--- src/rtl/booth_pkg.sv ---
// rtl/booth_pkg.sv - shared types and constants for the Booth multiplier controller
// Contents:
//   booth_state_t : controller FSM state encoding
//   N_ITER        : default number of Booth iterations (equals the operand width)
package booth_pkg;

  typedef enum logic [1:0] {
    IDLE  = 2'd0,
    ITER  = 2'd1,
    FINAL = 2'd2,
    DONE  = 2'd3
  } booth_state_t;

  localparam int N_ITER = 16;

endpackage

--- src/rtl/iter_counter.sv ---
// rtl/iter_counter.sv - Booth iteration counter with clear, enable and terminal count
// Ports:
//   clk, reset : clock, synchronous active-high reset
//   clear      : synchronous clear (wins over en)
//   en         : count up by one
//   count      : iterations completed so far
//   tc         : high while count == N_ITER-1 (last iteration in progress)
module iter_counter
  import booth_pkg::*;
#(
  parameter int WIDTH_CO = 5,
  parameter int N_ITER_P = N_ITER
) (
  input  logic                clk,
  input  logic                reset,
  input  logic                clear,
  input  logic                en,
  output logic [WIDTH_CO-1:0] count,
  output logic                tc
);

  always_ff @(posedge clk) begin
    if (reset || clear) begin
      count <= '0;
    end else if (en) begin
      count <= count + 1'b1;
    end
  end

  assign tc = (count == WIDTH_CO'(N_ITER_P - 1));

endmodule

--- src/rtl/booth_controller.sv ---
// rtl/booth_controller.sv - sequencing FSM for the radix-2 Booth multiplier datapath
// Ports:
//   clk, reset           : clock, synchronous active-high reset
//   in_valid / in_ready  : operand handshake (operands captured in the handshake cycle)
//   out_valid / out_ready: product handshake
//   abort                : synchronous cancel of the operation in flight
//   en_i, valid_in       : operand load / datapath counter load pulse (Mealy, on accept)
//   en_pp                : partial-product iteration enable (every ITER cycle)
//   en_fp                : final-product register enable (the single FINAL cycle)
//   busy                 : high in ITER or FINAL
//   iter_cnt             : iterations completed in the current operation
module booth_controller
  import booth_pkg::*;
#(
  parameter int WIDTH_IN = N_ITER,
  parameter int WIDTH_CO = 5
) (
  input  logic                clk,
  input  logic                reset,
  input  logic                in_valid,
  output logic                in_ready,
  output logic                out_valid,
  input  logic                out_ready,
  input  logic                abort,
  output logic                en_i,
  output logic                valid_in,
  output logic                en_pp,
  output logic                en_fp,
  output logic                busy,
  output logic [WIDTH_CO-1:0] iter_cnt
);

  booth_state_t state;
  booth_state_t state_nxt;
  logic         accept;
  logic         cnt_tc;

  // DONE releases its slot in the same cycle the consumer takes the product,
  // which is what allows back-to-back operations without an IDLE bubble.
  assign in_ready  = (state == IDLE) || ((state == DONE) && out_ready);
  assign accept    = in_valid && in_ready && !abort;

  assign en_i      = accept;
  assign valid_in  = accept;
  assign en_pp     = (state == ITER);
  // en_fp is Moore: an abort during FINAL still shows the pulse, but DONE is
  // never entered so the captured product is never presented.
  assign en_fp     = (state == FINAL);
  assign out_valid = (state == DONE);
  assign busy      = (state == ITER) || (state == FINAL);

  always_comb begin
    state_nxt = state;
    if (abort) begin
      state_nxt = IDLE;
    end else begin
      case (state)
        IDLE:    if (accept) state_nxt = ITER;
        ITER:    if (cnt_tc) state_nxt = FINAL;
        FINAL:   state_nxt = DONE;
        DONE:    if (out_ready) state_nxt = accept ? ITER : IDLE;
        default: state_nxt = IDLE;
      endcase
    end
  end

  always_ff @(posedge clk) begin
    if (reset) begin
      state <= IDLE;
    end else begin
      state <= state_nxt;
    end
  end

  // Counter restarts on every accepted operation and on abort; it only runs in ITER.
  iter_counter #(
    .WIDTH_CO (WIDTH_CO),
    .N_ITER_P (WIDTH_IN)
  ) u_iter_counter (
    .clk   (clk),
    .reset (reset),
    .clear (accept || abort),
    .en    (state == ITER),
    .count (iter_cnt),
    .tc    (cnt_tc)
  );

endmodule

--- config.mk ---
export PLATFORM = sky130hd
export DESIGN_NAME = booth_controller
export DESIGN_NICKNAME = d
export VERILOG_FILES = /design/src/rtl/booth_pkg.sv /design/src/rtl/iter_counter.sv /design/src/rtl/booth_controller.sv
export SDC_FILE = /design/constraint.sdc
export NUM_CORES = 1
export LEC_CHECK = 0
export ABC_AREA = 1
export CAP_MARGIN = 30
export CORE_MARGIN = 2
export CORE_UTILIZATION = 33
export CTS_CLUSTER_SIZE = 30
export DETAILED_ROUTE_END_ITERATION = 8
export GPL_TIMING_DRIVEN = 0
export MAX_ROUTING_LAYER = met4
export PLACE_DENSITY = 0.69
export SYNTH_ARGS = -nofsm -noshare
export SYNTH_HDL_FRONTEND = slang
export SYNTH_SLANG_ARGS = --single-unit
export TNS_END_PERCENT = 10
--- constraint.sdc ---
create_clock -name clk -period 4.1 [get_ports clk]
set_input_delay 1.23 -clock clk [delete_from_list [all_inputs] [get_ports clk]]
set_output_delay 1.23 -clock clk [all_outputs]
set_load 0.02 [all_outputs]
==> flow_summary.ini <==
[worst_setup_path]
crit_fanout = 3
startpoint_type = input pin
reg2reg_depth = 11
end_kind = output port
r2r-end = state[0]$_SDFFE_PP0P_
critPathMaxStageDelay_ps = 610
critical-path-top-delay-family = buffers and inverters
cp.required_ps = 2870
rr_startpoint = u_iter_counter.count[0]$_SDFFE_PP0N_
regToRegSetupSlack_ps = 2600
worstPathCellList = clkdlybuf4s50_1, nand2_1, nand2_2, nand2_1, nor2_1, clkdlybuf4s50_1
crit_buf_inv = 2
critPathArrivalTime_ps = 2660
path_class = in -> out
slowest_stage = clkdlybuf4s50_1

[timing]
finalSetupTns_ps = 0
worstMarginPinSlew_ps = 237.7
fin_ws_ps = 213.4
final-hold-violation-count = 0
holdWs_ps = 488.3
final_max_slew_viol_count = 0
setup_viol = 0
rsz0062_at_grt = no
slew_headroom_pct = 84.10
finalClockSkew_ps = 1.510
finalCriticalPeriod_ps = 3887
min_period_over_period_pct = 94.79
clock.fmax_mhz = 257.3

[route]
drt_pass1_iterations = 4
drc = 0
vias = 445
ant_nets = 0
drtIter0Drc = 2
routed_wl_um = 910
via_per_inst = 4.495
wl_per_cell_um = 9.192

[synth]
ys_seq_area_share_pct = 27.38
synth_flop_cell = dfxtp_1
async_flop_share_pct = 0
yosysUniqueCellTypes = 22
synth_edf_count = 0
syn_area_um2 = 511.7
synthTopCellsByArea = dfxtp_1 27%, ha_1 15%, inv_1 8.1%, nand2_1 6.6%, nand2_4 6.6%
synth_common_cells = 11 x inv_1, 9 x nand2_1, 8 x nor2_1
syn_nets = 74
yosysMostFrequentCell = inv_1
synth.top_cell.area_share_pct = 27.38
avgSynthCellArea_um2 = 8.123
syn_inst = 63
synth_top_area_cell = dfxtp_1
yosysWarnings = 0
ys_ff_latch = 7

[worst_hold_path]
hold_end = u_iter_counter.count[2]$_SDFFE_PP0N_
hold_path_depth = 2
min_from = u_iter_counter.count[2]$_SDFFE_PP0N_
hold_path_class = reg -> reg

[global_routing]
grt-busiest-layer = met2
grt_first_pass_wirelength_um = 1725
overflow = 0
grt_use_met1_pct = 16.02
grt_use_met3_pct = 3.750
grt_usage_pct = 12.78
grt_start_max_net_pins = 9
grt_use_met2_pct = 18.21
antenna_found_initial = 0
grt_pass1_vias = 423

[power]
power_frac_clock_pct = 33.7
power_per_cell_area_nw_per_um2 = 254.6
p_seq_share_pct = 38.9
net-switching-power_w = 0.00005358
p_leak_nw = 0.3186
vdd_ir_drop_max_uv = 118.4
switching_share_pct = 29.20
internal_power_w = 0.0001299
combPwrFrac_pct = 27.4

[place]
io_buffers = 16
dp.cells = 95
hpwlAfterDp_um = 738.4
gp_congestion = 0.7536
dpl_worst_slack_ps = 112.1

[die]
rows = 14
coreArea_um2 = 1471
die_w_um = 43.38
initial_utilization_pct = 34.78
fp.dieArea_um2 = 1882
ios = 17
dieHeight_um = 43.38

[cts]
htreeDepth = 1
clk_path_buf_depth = 2
root_buffer = clkbuf_4
cts_tree = built
cts_made_buffers = 3
cts.clk_slew.worst_paths_ps = 50
insertion_delay_ps = 250
ctsHoldBuffers = 0
clock-sinks = 7

[final_layout]
area_delta_synth_final_pct = 40.83
final_cells = 99
final_layout_size_suffix_gt1_share_pct = 19.28
num-fill-cells = 161
n_antenna_cell = 0
fin_nets = 95

[outcome]
outcome = finished, final reports clean

[flow_run]
cap_violations = 0
==> cell usage in the layout, fill, tap and decap left out, drive strengths merged <==
master	instances
ha	6
nor3	2
mux2i	1
nand2	14
clkbuf	4
nor2	10
inv	11
nand4	1
nand3	1
dlymetal6s2s	1
dfxtp	7
clkdlybuf4s50	15
xnor2	1
nor3b	1
buf	2
a21oi	4
o21ai	2
==> logic make-up after synthesis <==
kind of cell / Yosys count / synth area share, %
adder cells (fa/ha/maj): 6 / 14.67
flip-flops: 7 / 27.38
AND/OR/NAND/NOR: 29 / 33.74
XOR/XNOR: 1 / 1.712
multiplexers: 1 / 1.956
AO/OA/AOI/OAI: 6 / 8.803
buffers and inverters: 13 / 11.74
==> worst max-delay path by stage <==
stage,startpoint,end,slack (ps),depth (start not counted)
after CTS,out_ready,valid_in,110,7
final,out_ready,en_i,210,6
after detailed placement,out_ready,valid_in,110,7
after global placement,out_ready,valid_in,130,7
after global routing,out_ready,en_i,80,6
after floorplan,out_ready,valid_in,820,5
==> per-layer routing <==
layer  routed length, um  vias up
met5                   0        -
met4                  14        0
met3                  40        2
met2                 448       10
met1                 406      199
li1                    -      234
==> registers in the layout (all words and copies together) (netlist names) <==
name / cells
state: 2
u_iter_counter.count: 5
==> stage by stage <==
stage | area [um2] | total power, W | util [%]
global placement | 691.9 | 0.0001231 | 47.02
CTS | 718.2 | 0.0001884 | 48.81
detailed placement | 691.9 | 0.0001236 | 47.02
finish | 720.7 | 0.0001835 | 48.98
global route | 720.7 | 0.0001985 | 48.98
floorplan | 511.7 | 0.0001056 | -
==> final cells by class <==
| class | count | area [um2] | share of cell area (%) |
|---|---|---|---|
| Buffer | 2 | 18.77 | 2.604 |
| Clock buffer | 4 | 26.28 | 3.646 |
| Inverter | 11 | 41.29 | 5.729 |
| Multi-Input combinational cell | 43 | 311.5 | 43.23 |
| Sequential cell | 7 | 140.1 | 19.44 |
| Tap cell | 16 | 20.02 | 2.778 |
| Timing Repair Buffer | 16 | 162.7 | 22.57 |
==> power groups by stage <==
stage,Clock [W],Combinational (W),Sequential (W)
after global routing,0.0000713,0.0000555,0.0000716
after CTS,0.0000660,0.0000511,0.0000713
final,0.0000618,0.0000503,0.0000714
after global placement,0,0.0000503,0.0000728
after detailed placement,0,0.0000509,0.0000728
after floorplan,0,0.0000331,0.0000726
==> tightest hold or removal path, delay by kind of cell (launching register included) <==
family	cells	cell delay (ps)
compound gates	1	50
flops	1	320
simple gates	1	70
==> what timing repair did <==
item,CTS,global route
gates resized for setup,0,1
setup buffers,0,0
setup endpoints to repair,0,1
endpoints found under the hold margin,0,0
Power figures use the tool's default switching activity.
